### src/rtl/huff_pair_engine_if.sv
// Stream and table-lookup bundle for huff_pair_engine: bit input, codeword lookup, pair output.
// slave is the engine side; master is the reservoir/table/requantiser side.
interface huff_pair_engine_if #(
   parameter int MAX_BITS = 19,
   parameter int LEN_W    = 5,
   parameter int OUT_W    = 16
);
   logic                       axiiv;
   logic                       axiid;
   logic                       axiir;
   logic [MAX_BITS-1:0]        lk_code;
   logic [LEN_W-1:0]           lk_len;
   logic                       lk_found;
   logic [3:0]                 lk_x;
   logic [3:0]                 lk_y;
   logic                       axiov;
   logic                       axior;
   logic signed [OUT_W-1:0]    x_val;
   logic signed [OUT_W-1:0]    y_val;

   modport slave (
      input  axiiv, axiid, lk_found, lk_x, lk_y, axior,
      output axiir, lk_code, lk_len, axiov, x_val, y_val
   );

   modport master (
      output axiiv, axiid, lk_found, lk_x, lk_y, axior,
      input  axiir, lk_code, lk_len, axiov, x_val, y_val
   );
endinterface

### src/rtl/huff_pair_engine.sv
// Bit-serial MP3 big_values Huffman pair decoder: codeword match, linbits escape, signs.
// Optional macro HUFF_ERR_EN adds err/err_flag and aborts a run on codeword overflow.
module huff_pair_engine #(
   parameter int MAX_BITS = 19,
   parameter int LEN_W    = 5,
   parameter int LIN_MAX  = 13,
   parameter int CNT_W    = 9,
   parameter int OUT_W    = 16
) (
   input  logic               clk,
   input  logic               rst,
   input  logic               start,
   input  logic [3:0]         linbits,
   input  logic [CNT_W-1:0]   pair_count,
   output logic               done,
   huff_pair_engine_if.slave  bus
`ifdef HUFF_ERR_EN
   ,
   output logic               err,
   output logic               err_flag
`endif
);

   typedef enum logic [2:0] {IDLE, CODE, LINX, SGNX, LINY, SGNY, OUT} state_t;

   state_t                  state;
   state_t                  state_nxt;
   logic [3:0]              lin_bits_q;
   logic [CNT_W-1:0]        remaining;
   logic [3:0]              abs_x;
   logic [3:0]              abs_y;
   logic [LIN_MAX-1:0]      lin_x;
   logic [LIN_MAX-1:0]      lin_y;
   logic                    sgn_x;
   logic                    sgn_y;
   logic [3:0]              lin_cnt;
   logic [MAX_BITS-1:0]     lk_code_q;
   logic [LEN_W-1:0]        lk_len_q;
   logic signed [OUT_W-1:0] x_q;
   logic signed [OUT_W-1:0] y_q;
   logic                    done_q;

   logic                    accept;
   logic                    hit;
   logic                    full;
   logic                    lin_last;
   logic                    sgn_x_n;
   logic                    sgn_y_n;
   logic [MAX_BITS-1:0]     code_ins;

   // After the y magnitude is known, pick the first y state that still needs bits.
   function automatic state_t y_chain(input logic [3:0] ay, input logic [3:0] lb);
      if (ay == 4'd15 && lb != 4'd0)
         return LINY;
      else if (ay != 4'd0)
         return SGNY;
      else
         return OUT;
   endfunction

   function automatic state_t x_chain(input logic [3:0] ax, input logic [3:0] ay,
                                      input logic [3:0] lb);
      if (ax == 4'd15 && lb != 4'd0)
         return LINX;
      else if (ax != 4'd0)
         return SGNX;
      else
         return y_chain(ay, lb);
   endfunction

   function automatic logic signed [OUT_W-1:0] make_val(input logic [3:0] a,
                                                        input logic [LIN_MAX-1:0] l,
                                                        input logic s);
      logic [OUT_W-1:0] mag;
      mag = OUT_W'(a) + OUT_W'(l);
      return s ? $signed(-mag) : $signed(mag);
   endfunction

   assign accept   = bus.axiiv && bus.axiir;
   assign hit      = (state == CODE) && bus.lk_found && (lk_len_q != '0);
   assign full     = (lk_len_q == LEN_W'(MAX_BITS));
   assign lin_last = (lin_cnt == lin_bits_q - 4'd1);
   assign sgn_x_n  = (state == SGNX) ? bus.axiid : sgn_x;
   assign sgn_y_n  = (state == SGNY) ? bus.axiid : sgn_y;

   // Incoming codeword bit lands just below the bits already collected.
   always_comb begin
      code_ins = lk_code_q;
      for (int i = 0; i < MAX_BITS; i++) begin
         if (i == MAX_BITS - 1 - int'(lk_len_q))
            code_ins[i] = bus.axiid;
      end
   end

   // State register.
   always_ff @(posedge clk or negedge rst) begin
      if (!rst)
         state <= IDLE;
      else
         state <= state_nxt;
   end

   // Next-state logic: every bit-consuming state moves only on an accepted bit.
   always_comb begin
      state_nxt = state;
      case (state)
         IDLE: if (start) state_nxt = (pair_count == '0) ? IDLE : CODE;
         CODE: begin
            if (hit)
               state_nxt = x_chain(bus.lk_x, bus.lk_y, lin_bits_q);
`ifdef HUFF_ERR_EN
            else if (full)
               state_nxt = IDLE;
`endif
         end
         LINX: if (accept && lin_last) state_nxt = SGNX;
         SGNX: if (accept) state_nxt = y_chain(abs_y, lin_bits_q);
         LINY: if (accept && lin_last) state_nxt = SGNY;
         SGNY: if (accept) state_nxt = OUT;
         OUT:  if (bus.axior) state_nxt = (remaining == CNT_W'(1)) ? IDLE : CODE;
         default: state_nxt = IDLE;
      endcase
   end

   // Output decode: a lookup-hit cycle holds off the source so no bit is lost.
   always_comb begin
      bus.axiir = 1'b0;
      bus.axiov = 1'b0;
      case (state)
`ifdef HUFF_ERR_EN
         CODE: bus.axiir = !hit && !full;
`else
         CODE: bus.axiir = !hit;
`endif
         LINX, SGNX, LINY, SGNY: bus.axiir = 1'b1;
         OUT:  bus.axiov = 1'b1;
         default: ;
      endcase
   end

   assign bus.lk_code = lk_code_q;
   assign bus.lk_len  = lk_len_q;
   assign bus.x_val   = x_q;
   assign bus.y_val   = y_q;
   assign done        = done_q;

   // Datapath: codeword collection, linbits shifting, signs, pair assembly and counting.
   always_ff @(posedge clk or negedge rst) begin
      if (!rst) begin
         lin_bits_q <= '0;
         remaining  <= '0;
         abs_x      <= '0;
         abs_y      <= '0;
         lin_x      <= '0;
         lin_y      <= '0;
         sgn_x      <= 1'b0;
         sgn_y      <= 1'b0;
         lin_cnt    <= '0;
         lk_code_q  <= '0;
         lk_len_q   <= '0;
         x_q        <= '0;
         y_q        <= '0;
         done_q     <= 1'b0;
`ifdef HUFF_ERR_EN
         err        <= 1'b0;
         err_flag   <= 1'b0;
`endif
      end else begin
         done_q <= 1'b0;
`ifdef HUFF_ERR_EN
         err    <= 1'b0;
`endif
         case (state)
            IDLE: begin
               if (start) begin
                  lin_bits_q <= linbits;
                  remaining  <= pair_count;
                  if (pair_count == '0)
                     done_q <= 1'b1;
`ifdef HUFF_ERR_EN
                  err_flag <= 1'b0;
`endif
               end
            end
            CODE: begin
               if (hit) begin
                  abs_x     <= bus.lk_x;
                  abs_y     <= bus.lk_y;
                  lk_code_q <= '0;
                  lk_len_q  <= '0;
                  lin_x     <= '0;
                  lin_y     <= '0;
                  sgn_x     <= 1'b0;
                  sgn_y     <= 1'b0;
                  lin_cnt   <= '0;
               end else if (accept && !full) begin
                  lk_code_q <= code_ins;
                  lk_len_q  <= lk_len_q + LEN_W'(1);
               end
`ifdef HUFF_ERR_EN
               else if (full) begin
                  err       <= 1'b1;
                  err_flag  <= 1'b1;
                  lk_code_q <= '0;
                  lk_len_q  <= '0;
               end
`endif
            end
            LINX: begin
               if (accept) begin
                  lin_x   <= {lin_x[LIN_MAX-2:0], bus.axiid};
                  lin_cnt <= lin_last ? 4'd0 : lin_cnt + 4'd1;
               end
            end
            SGNX: if (accept) sgn_x <= bus.axiid;
            LINY: begin
               if (accept) begin
                  lin_y   <= {lin_y[LIN_MAX-2:0], bus.axiid};
                  lin_cnt <= lin_last ? 4'd0 : lin_cnt + 4'd1;
               end
            end
            SGNY: if (accept) sgn_y <= bus.axiid;
            OUT: begin
               if (bus.axior) begin
                  remaining <= remaining - CNT_W'(1);
                  if (remaining == CNT_W'(1))
                     done_q <= 1'b1;
               end
            end
            default: ;
         endcase

         // Pair values are built on the way into OUT so the last sign bit is used directly.
         if (state_nxt == OUT && state != OUT) begin
            if (state == CODE) begin
               x_q <= '0;
               y_q <= '0;
            end else begin
               x_q <= make_val(abs_x, lin_x, sgn_x_n);
               y_q <= make_val(abs_y, lin_y, sgn_y_n);
            end
         end
      end
   end

endmodule

### src/flat_wrapper.sv
// flat-port wrapper written by rule: the top's interface ports become plain ports
module huff_pair_engine_flat 
#(
   parameter int MAX_BITS = 19,
   parameter int LEN_W    = 5,
   parameter int LIN_MAX  = 13,
   parameter int CNT_W    = 9,
   parameter int OUT_W    = 16
)
  (clk, rst, start, linbits, pair_count, done, bus_axiiv, bus_axiid, bus_lk_found, bus_lk_x, bus_lk_y, bus_axior, bus_axiir, bus_lk_code, bus_lk_len, bus_axiov, bus_x_val, bus_y_val);
  huff_pair_engine_if #(.MAX_BITS(MAX_BITS), .LEN_W(LEN_W), .OUT_W(OUT_W)) bus_i ();
  input  logic clk;
  input  logic rst;
  input  logic start;
  input  logic [3:0] linbits;
  input  logic [CNT_W-1:0] pair_count;
  output logic done;
  input wire logic [$bits(bus_i.axiiv)-1:0] bus_axiiv;
  input wire logic [$bits(bus_i.axiid)-1:0] bus_axiid;
  input wire logic [$bits(bus_i.lk_found)-1:0] bus_lk_found;
  input wire logic [$bits(bus_i.lk_x)-1:0] bus_lk_x;
  input wire logic [$bits(bus_i.lk_y)-1:0] bus_lk_y;
  input wire logic [$bits(bus_i.axior)-1:0] bus_axior;
  output wire logic [$bits(bus_i.axiir)-1:0] bus_axiir;
  output wire logic [$bits(bus_i.lk_code)-1:0] bus_lk_code;
  output wire logic [$bits(bus_i.lk_len)-1:0] bus_lk_len;
  output wire logic [$bits(bus_i.axiov)-1:0] bus_axiov;
  output wire logic [$bits(bus_i.x_val)-1:0] bus_x_val;
  output wire logic [$bits(bus_i.y_val)-1:0] bus_y_val;
  assign bus_i.axiiv = bus_axiiv;
  assign bus_i.axiid = bus_axiid;
  assign bus_i.lk_found = bus_lk_found;
  assign bus_i.lk_x = bus_lk_x;
  assign bus_i.lk_y = bus_lk_y;
  assign bus_i.axior = bus_axior;
  assign bus_axiir = bus_i.axiir;
  assign bus_lk_code = bus_i.lk_code;
  assign bus_lk_len = bus_i.lk_len;
  assign bus_axiov = bus_i.axiov;
  assign bus_x_val = bus_i.x_val;
  assign bus_y_val = bus_i.y_val;
  huff_pair_engine #(.MAX_BITS(MAX_BITS), .LEN_W(LEN_W), .LIN_MAX(LIN_MAX), .CNT_W(CNT_W), .OUT_W(OUT_W)) u_core (.clk(clk), .rst(rst), .start(start), .linbits(linbits), .pair_count(pair_count), .done(done), .bus(bus_i));
endmodule
### config.mk
export PLATFORM = sky130hd
export DESIGN_NAME = huff_pair_engine_flat
export DESIGN_NICKNAME = d
export VERILOG_FILES = /design/src/rtl/huff_pair_engine_if.sv /design/src/rtl/huff_pair_engine.sv /design/src/flat_wrapper.sv
export SDC_FILE = /design/constraint.sdc
export NUM_CORES = 1
export LEC_CHECK = 0
export BUFFER_PORTS_ARGS = -buffer_cell sky130_fd_sc_hd__buf_4
export CORE_UTILIZATION = 35
export DETAILED_ROUTE_END_ITERATION = 8
export HOLD_SLACK_MARGIN = 0.08
export PLACE_DENSITY_LB_ADDON = 0.3
export SLEW_MARGIN = 15
export SYNTH_ARGS = -nofsm -noshare
export SYNTH_HDL_FRONTEND = slang
export SYNTH_SLANG_ARGS = --single-unit
### constraint.sdc
create_clock -name clk -period 6.35 [get_ports clk]
set_input_delay 0.635 -clock clk [delete_from_list [all_inputs] [get_ports clk]]
set_output_delay 0.635 -clock clk [all_outputs]
set_load 0.01 [all_outputs]
== Word level (Yosys, flattened, before mapping) ==
Index checks and enable logic that the tools add are counted.
W data, S select, Z words.

* Mux-type cells: 68
* Reduce and logical (&&, ||, !) cells: 75
* Add/subtract/negate cells: 9
* Eq/ne operators: 40

{| class="wikitable"
|+ Operators with widths
! operator !! count
|-
| $eq A5 B32 Y1 const A || 8
|-
| $eq A4 B32 Y1 const A || 4
|-
| $eq A6 B32 Y1 const A || 3
|-
| $reduce_and A3 Y1 || 25
|-
| $eq A3 B32 Y1 const A || 2
|-
| $mux W16 || 4
|-
| $pmux W13 S2 || 2
|-
| $reduce_bool A2 Y1 || 26
|-
| $mux W13 || 3
|-
| $mux W19 || 2
|-
| $mux W3 || 11
|-
| $eq A2 B32 Y1 const A || 1
|-
| $logic_not A32 Y1 || 1
|-
| $neg A16 Y16 || 2
|-
| $mux W1 || 30
|-
| $add A4 B13 Y14 || 2
|-
| $pmux W3 S7 || 1
|-
| $mux W9 || 2
|-
| $pmux W9 S2 || 1
|-
| $reduce_bool A4 Y1 || 4
|-
| $eq A3 B3 Y1 const B || 4
|-
| $eq A4 B4 Y1 const B || 3
|-
| $mux W4 || 3
|-
| $ne A2 B1 Y1 const B || 6
|-
| other kinds (24) || 42
|}

* Input port bits: 28
* Bits in registers: 113
* Output and inout bits: 59
* Logic and storage cells: 225

== Longest topological paths before layout ==
Gate-level depths: netlist of run 1.

* Word-level depth: 11
* Mapped depth: 11
* Depth with buffers taken out: 10

== Worst setup path before layout of run 1 ==
Ideal clock, no wire load.

* Kind: flip-flop to flip-flop
* Start point: reg u_core.abs_y[0]
* End point: reg u_core.y_q[8] (netlist: u_core.bus.y_val[8])
* Required time: 6.229 ns
* Setup time: 0.121 ns
* Stages on the path, launching flop included: 11
* Buffers on the path: 0
* Arrival: 2.518 ns
* Setup slack: 3.711 ns
* Period minus slack after synthesis: 2.639 ns
* Cells stage by stage: dfrtp_1 ha_1 inv_1 fa_1 nand2b_1 a2111oi_4 o21ai_2 a211oi_2 a31oi_1 xor2_1 a22o_1

* Cells in the longest elaborated chain, start to end: 7
* Elaborated cells between the ends (all ways): 13
* Classes of those cells: add/sub (2); eq/ne (2); mux (6); reduce/logical (3)

{| class="wikitable"
|+ Ends and longest elaborated chain
! item !! RTL line !! text
|-
| start, declared || huff_pair_engine.sv:31 || <nowiki>logic [3:0] abs_y;</nowiki>
|-
| start signal, assigned || huff_pair_engine.sv:188 || <nowiki>abs_y <= bus.lk_y;</nowiki>
|-
| parallel branches: the longest is 7 deep, another holds $neg A16 Y16 || -- ||
|-
| end signal, assigned || huff_pair_engine.sv:240 || <nowiki>y_q <= make_val(abs_y, lin_y, sgn_y_n);</nowiki>
|-
| end, declared || huff_pair_engine.sv:40 || <nowiki>logic signed [OUT_W-1:0] y_q;</nowiki>
|}

Parallel ways; which one is timed is not known.
A chain may end at the register's enable or synchronous reset.

== Final worst setup path of run 1 ==
* Start point: reg u_core.lk_len_q[1] (netlist: u_core.bus.lk_len[1])
* End point: out bus_axiir

* Cells in the longest elaborated chain, start to end: 4

{| class="wikitable"
|+ Ends and longest elaborated chain
! item !! RTL line !! text
|-
| start, declared || huff_pair_engine.sv:38 || <nowiki>logic [LEN_W-1:0] lk_len_q;</nowiki>
|-
| start signal, assigned || huff_pair_engine.sv:198 || <nowiki>lk_len_q <= lk_len_q + LEN_W'(1);</nowiki>
|-
| $reduce_bool A5 Y1 || huff_pair_engine.sv:80 || <nowiki>assign hit = (state == CODE) && bus.lk_found && (lk_len_q != '0);</nowiki>
|-
| $logic_and A1 B1 Y1 || huff_pair_engine.sv:80 ||
|-
| $logic_not A1 Y1 || huff_pair_engine.sv:133 || <nowiki>CODE: bus.axiir = !hit;</nowiki>
|-
| $pmux W1 S2 || huff_pair_engine.sv:129 || <nowiki>case (state)</nowiki>
|-
| end, declared || flat_wrapper.sv:24 || <nowiki>output wire logic [$bits(bus_i.axiir)-1:0] bus_axiir;</nowiki>
|}

Every way passes these cells.

==> flow_summary_export.csv, run 1 <==
group,metric,value,unit
outcome,outcome,"finished, final reports clean",
worst_setup_path,timing.rr.end,"u_core.remaining[0]$_DFFE_PN0P_",
finish,num-fill-cells,1977,
synthesis,postSynthCellCount,786,
finish,final_area,0.00838,mm^2
synthesis,yosysMostFrequentCell,"dfrtp_1",
power,finalPower,3.59,mW
finish,area_delta_synth_final,18.5,%
global_routing,grt_pass1_wl,27900,um
die,die_w,144,um
routing,drtIter0Drc,261,
worst_setup_path,r2r_slack,3.27,ns
die,start_util,36.0,%
timing,fin_crit_sh,49.9,%
clock_tree,ctsResizeCount,0,
worst_setup_path,reg2reg_from,"u_core.state[1]$_DFF_PN0_",
clock_tree,cts_hold_buf,0,
timing,period_minus_slack,3.17,ns
worst_setup_path,crit_path_end,"bus_axiir",
clock_tree,path_clk_slew,0.06,ns
synthesis,synth_xor_xnor_area_share,5.70,%
worst_setup_path,crit_path_start,"u_core.bus.lk_len[1]$_DFFE_PN0P_",
clock_tree,cts_buffer_depth,2,
worst_setup_path,critical_path_class,"register to output pin",
synthesis,synthArstFlopShare,100,%
timing,hold_ws,0.196,ns
clock_tree,clock_sinks,113,
synthesis,seq_area_frac_synth,40.0,%
place,placed_cells,1096,
worst_setup_path,required,5.71,ns
routing,firstDrtPassIters,5,
routing,wl_per_cell,15.1,um
synthesis,synth_seq_cells,113,
global_routing,grtUsageTotal,17.4,%
synthesis,synth_edf_count,0,
synthesis,synthTopCellsByCount,"dfrtp_1, nor2_1, o21ai_0, nand2_1, nand3_1",
synthesis,ys.flop_type,"dfrtp_1",
routing,via_per_inst,5.26,
synthesis,synth_top_cell_by_area,"dfrtp_1",
synthesis,ys_warn_count,0,
synthesis,synth_top_family_by_area,"simple AND/OR/NAND/NOR gates",
power,cellPowerDensity,428,mW/mm^2
synthesis,synth_compound_area_share,18.8,%
global_routing,antenna_found_initial,0,
synthesis,yosys-top-cells-area,"dfrtp_1, o21ai_0, nor2_1",
place,dpl-instance-area,0.00783,mm^2
timing,rsz0062_at_grt,"false",
global_routing,grt_pass1_vias,5469,
timing,hold_viol,0,
worst_setup_path,worstPathArrival,2.53,ns
finish,drive_above_1_share,18.9,%
clock_tree,htree_levels,4,
place,gp_congestion,0.822,
timing,tns,0,ns
finish,finalNonFillerCells,1127,
clock_tree,postCtsSetupRepairBufs,0,
finish,diodes,0,
global_routing,grt_overflow,0,
worst_setup_path,critical_path_peak_fanout,6,
die,core,0.0197,mm^2
synthesis,synth_mux_area_share,4.97,%
timing,slew_viol_final,0,
timing,worst_slew_pin_slew,1.13,ns
timing,timing.slew.headroom,24.8,%
place,post-dp-hpwl,12200,um
routing,vias,5928,
die,ios,87,
finish,final-seq-area,0.00283,mm^2
synthesis,synthAdderAreaFrac,3.93,%
clock_tree,cts_buffers,17,
timing,max_freq,316,MHz
synthesis,synth_top_cell_area_share,40.0,%
worst_setup_path,reg2reg_depth,8,
power,ir_worst_vdd,0.256,mV
timing,setup_viol,0,
global_routing,grt_max_degree,72,
die,die_y,144,um
finish,layout.nets,899,
place,placement.io_buffers,86,
die,dieArea,0.0208,mm^2
routing,finalWirelength,17100,um
synthesis,syn_avg_cell_area,9.00,um^2
clock_tree,cts_tree,"built",
finish,multiInputGateArea,0.00381,mm^2
synthesis,netlist_area,0.00707,mm^2
min_path,hold_path_class,"primary input to async pin",
worst_setup_path,endpoint_kind,"output pin",
worst_setup_path,worstSetupStartpointType,"register",
routing,drtAntennaViolNets,0,
clock_tree,cts_root_buf,"clkbuf_16",
power,leakage,3.64,nW
synthesis,ys_types,82,
timing,fin_worst_skew,0.00896,ns
synthesis,syn_nets,835,
run,cap_violations,0,
die,rows,51,
synthesis,synthSimpleGateAreaFrac,20.3,%
clock_tree,clk_latency,0.42,ns
routing,drc,0,
worst min-delay path by stage:
stage / startpoint / to / slack, ns / cells after the start
4_1_cts: rst / u_core.bus.y_val[7]$_DFFE_PN0P_ / 0.21 / 1
3_3_place_gp: u_core.bus.y_val[6]$_DFFE_PN0P_ / u_core.bus.y_val[6]$_DFFE_PN0P_ / 0.47 / 2
5_1_grt: rst / u_core.bus.y_val[7]$_DFFE_PN0P_ / 0.24 / 1
6_report: rst / u_core.bus.y_val[7]$_DFFE_PN0P_ / 0.20 / 1
2_1_floorplan: rst / u_core.abs_x[0]$_DFFE_PN0P_ / 0.34 / 0
3_5_place_dp: u_core.bus.y_val[14]$_DFFE_PN0P_ / u_core.bus.y_val[14]$_DFFE_PN0P_ / 0.47 / 2
worst max-delay path: stages, from the launching register on:
cell	delay (ns)
dfrtp_1	0.45
inv_1	0.15
ha_1	0.24
or4b_1	0.63
nand2_1	0.23
a211oi_1	0.10
a21oi_1	0.15
buf_4	0.15
layer usage:
layer	up-vias	share of wire [%]	track usage, %
met5	-	0	0
met3	21	6.4	5.93
met1	2823	48	23.4
met2	137	44	26.2
met4	0	1.4	5.04
li1	2947	-	-
registers in the layout (all words and copies together), names as in the netlist, 5 cells and up:
name / cells
u_core.lin_x: 13
u_core.remaining: 9
u_core.bus.lk_len: 5
u_core.lin_y: 13
u_core.bus.lk_code: 19
u_core.bus.y_val: 16
u_core.bus.x_val: 16
power breakdown:
| part | internal, mW | total, mW | leakage (nW) | switching, mW |
|---|---|---|---|---|
| Sequential | 0.930 | 1.16 | 1.50 | 0.228 |
| Clock | 0.546 | 0.900 | 0.257 | 0.354 |
| Combinational | 0.635 | 1.53 | 1.88 | 0.895 |
layout by cell type (no fill, tap or decap), drive strengths merged, types with 7 or more instances in the layout:
| master | count |
|---|---|
| dfrtp | 113 |
| buf | 92 |
| nor2 | 74 |
| o21ai | 73 |
| nand2 | 67 |
| nand3 | 51 |
| inv | 47 |
| a21oi | 37 |
| xnor2 | 29 |
| ha | 19 |
| mux2i | 19 |
| clkbuf | 19 |
| xor2 | 17 |
| nor3 | 16 |
| o31ai | 16 |
| nand4 | 14 |
| mux2 | 14 |
| and3 | 9 |
| nor2b | 8 |
| nor4 | 7 |
stage by stage:
stage / worst slack, ns / util [%]
2_1_floorplan: 3.71 / -
3_3_place_gp: 3.18 / 39.8
3_5_place_dp: 3.11 / 39.8
4_1_cts: 3.18 / 42.7
5_1_grt: 2.95 / 42.7
6_report: 3.18 / 42.7
cell families after synthesis:
kind of cell / Yosys count
XOR/XNOR: 46
buffers and inverters: 93
AO/OA/AOI/OAI: 195
multiplexers: 33
adder cells (fa/ha/maj): 21
AND/OR/NAND/NOR: 285
flip-flops: 113
final cells by class:
class	instances	area share, %
clock buffers	19	5.28
clock inverters	12	1.34
inverters	46	2.06
multi-input cells	580	45.4
flip-flops and latches	113	33.7
well taps	265	3.95
repair buffers	92	8.24
(Power assumes the default switching activity.)
==> inputs of run 2 (changes only) <==
clock period = 3.2 ns   (was 6.35 ns; I/O delays follow)
==> flow_summary_export.csv, run 2 (same netlist as run 1, synthesis figures left out) <==
group,metric,value,unit
global_routing,grtUsageTotal,17.8,%
routing,drtIter0Drc,290,
timing,hold_ws,0.107,ns
global_routing,antenna_found_initial,0,
place,gp_congestion,0.853,
finish,drive_above_1_share,20.3,%
global_routing,grt_max_degree,61,
finish,layout.nets,912,
power,internal_power,4.39,mW
routing,wl_per_cell,15.2,um
die,die_w,144,um
routing,finalWirelength,17300,um
timing,worst_slew_pin_slew,1.10,ns
die,dieArea,0.0208,mm^2
worst_setup_path,slowest_stage,"a2111oi_4",
finish,final_common_cell,"dfrtp_1",
power,p_sw_share,40.6,%
worst_setup_path,critical_path_peak_fanout,5,
timing,timing.slew.headroom,26.8,%
timing,period_minus_slack,2.96,ns
die,rows,51,
finish,area_delta_synth_final,20.8,%
place,placement.io_buffers,86,
power,ir_worst_vdd,0.463,mV
die,die_y,144,um
timing,fin_crit_sh,92.4,%
clock_tree,htree_levels,4,
die,ios,87,
place,post-dp-hpwl,12500,um
place,dpl-instance-area,0.00792,mm^2
timing,hold_viol,0,
finish,diodes,0,
timing,max_freq,338,MHz
power,clkPwrFrac,26.6,%
worst_setup_path,worstPathArrival,3.26,ns
routing,via_per_inst,5.26,
clock_tree,cts_tree,"built",
power,p_seq_share,30.3,%
worst_setup_path,critPathMaxStageDelay,0.43,ns
clock_tree,cts_root_buf,"clkbuf_16",
worst_setup_path,required,3.51,ns
timing,rsz0062_at_grt,"false",
routing,drc,0,
finish,final_cell_mix,"dfrtp_1, buf_4, nor2_1, o21ai_0, nand2_1",
worst_setup_path,worstSetupStartpointType,"register",
power,p_comb_share,43.1,%
clock_tree,clk_latency,0.42,ns
clock_tree,clock_sinks,113,
die,start_util,36.0,%
clock_tree,cts_buffers,17,
clock_tree,path_clk_slew,0.06,ns
worst_setup_path,critical_path_class,"register to register",
routing,drtAntennaViolNets,0,
timing,tns,0,ns
run,cap_violations,0,
finish,final_area,0.00854,mm^2
power,leakage,3.73,nW
outcome,outcome,"finished, final reports clean",
clock_tree,postCtsSetupRepairBufs,0,
timing,setup_viol,0,
global_routing,grt_pass1_wl,28700,um
global_routing,grt_pass1_vias,5583,
power,switchingPower,3.00,mW
min_path,hold_path_class,"primary input to register",
clock_tree,cts_buffer_depth,2,
finish,largest_register_ffs,19,
routing,vias,5999,
power,cellPowerDensity,865,mW/mm^2
worst_setup_path,cp_cell_sequence,"ha_1, inv_1, fa_1, nand2b_1, a2111oi_4, o21ai_2, a211oi_2, a31oi_1, xor2_1, a22o_1",
routing,firstDrtPassIters,5,
timing,slew_viol_final,0,
worst_setup_path,endpoint_kind,"register",
global_routing,grt_overflow,0,
die,core,0.0197,mm^2
timing,fin_worst_skew,0.0101,ns
[run 2: what timing repair did]
item / CTS / global route
hold buffers: 1 / 0
setup endpoints to repair: 0 / 2
endpoints found under the hold margin: 58 / 0
resized for setup: 0 / 2
[run 2: layout make-up]
cell class / count / area (um^2)
Clock inverter: 15 / 183
Tap cell: 265 / 332
Sequential cell: 113 / 2830
Clock buffer: 17 / 425
Inverter: 46 / 173
Fill cell: 1977 / 11100
Timing Repair Buffer: 105 / 791
Multi-Input combinational cell: 580 / 3810
[run 2: path summary, 6_finish.rpt]
kind,depth (start not counted),start,slack (ns),endpoint
worst max-delay path,10,u_core.abs_y[0]$_DFFE_PN0P_,0.24,u_core.bus.y_val[8]$_DFFE_PN0P_
worst min-delay path,3,linbits[1],0.11,u_core.lin_bits_q[1]$_DFFE_PN0P_
worst max register to register,10,u_core.abs_y[0]$_DFFE_PN0P_,0.24,u_core.bus.y_val[8]$_DFFE_PN0P_
worst min register to register,2,u_core.bus.y_val[7]$_DFFE_PN0P_,0.48,u_core.bus.y_val[7]$_DFFE_PN0P_
max in group asynchronous,3,rst,1.79,u_core.lin_x[7]$_DFFE_PN0P_
min in group asynchronous,2,rst,0.52,u_core.bus.y_val[7]$_DFFE_PN0P_
[run 2: power groups by stage]
| stage | Sequential [mW] | Clock [mW] | Combinational, mW |
|---|---|---|---|
| 2_1_floorplan | 2.21 | 0 | 2.17 |
| 3_3_place_gp | 2.25 | 0 | 3.13 |
| 3_5_place_dp | 2.26 | 0 | 3.18 |
| 4_1_cts | 2.24 | 2.01 | 3.19 |
| 5_1_grt | 2.30 | 2.08 | 3.57 |
| 6_report | 2.24 | 1.96 | 3.19 |
[run 2: per-layer routing]
layer	wire, um	part of all wire [%]	up-vias	track usage (%)
met1	8550	49	2881	24.6
met4	125	0.72	0	3.71
li1	-	-	2967	-
met2	7610	44	139	26.5
met3	1010	5.8	12	6.26
met5	0	0	-	0
[run 2: metrics by stage]
step           util [%]  power [mW]  worst slack [ns]  cells
2_1_floorplan         -        4.38             0.561    786
3_3_place_gp       40.3        5.38             0.371   1108
3_5_place_dp       40.3        5.43             0.255   1108
4_1_cts            43.4        7.44             0.242   1141
5_1_grt            43.5        7.95            0.0131   1141
6_report           43.5        7.39             0.242   1141
[run 2: worst max-delay path: cells and delay by family, from the launching register on]
family	cells	cell delay [ns]
flops	1	0.42
fa+ha+maj	2	0.63
buf+inv	1	0.06
compound gates	5	1.33
xor+xnor	1	0.16
simple gates	1	0.25
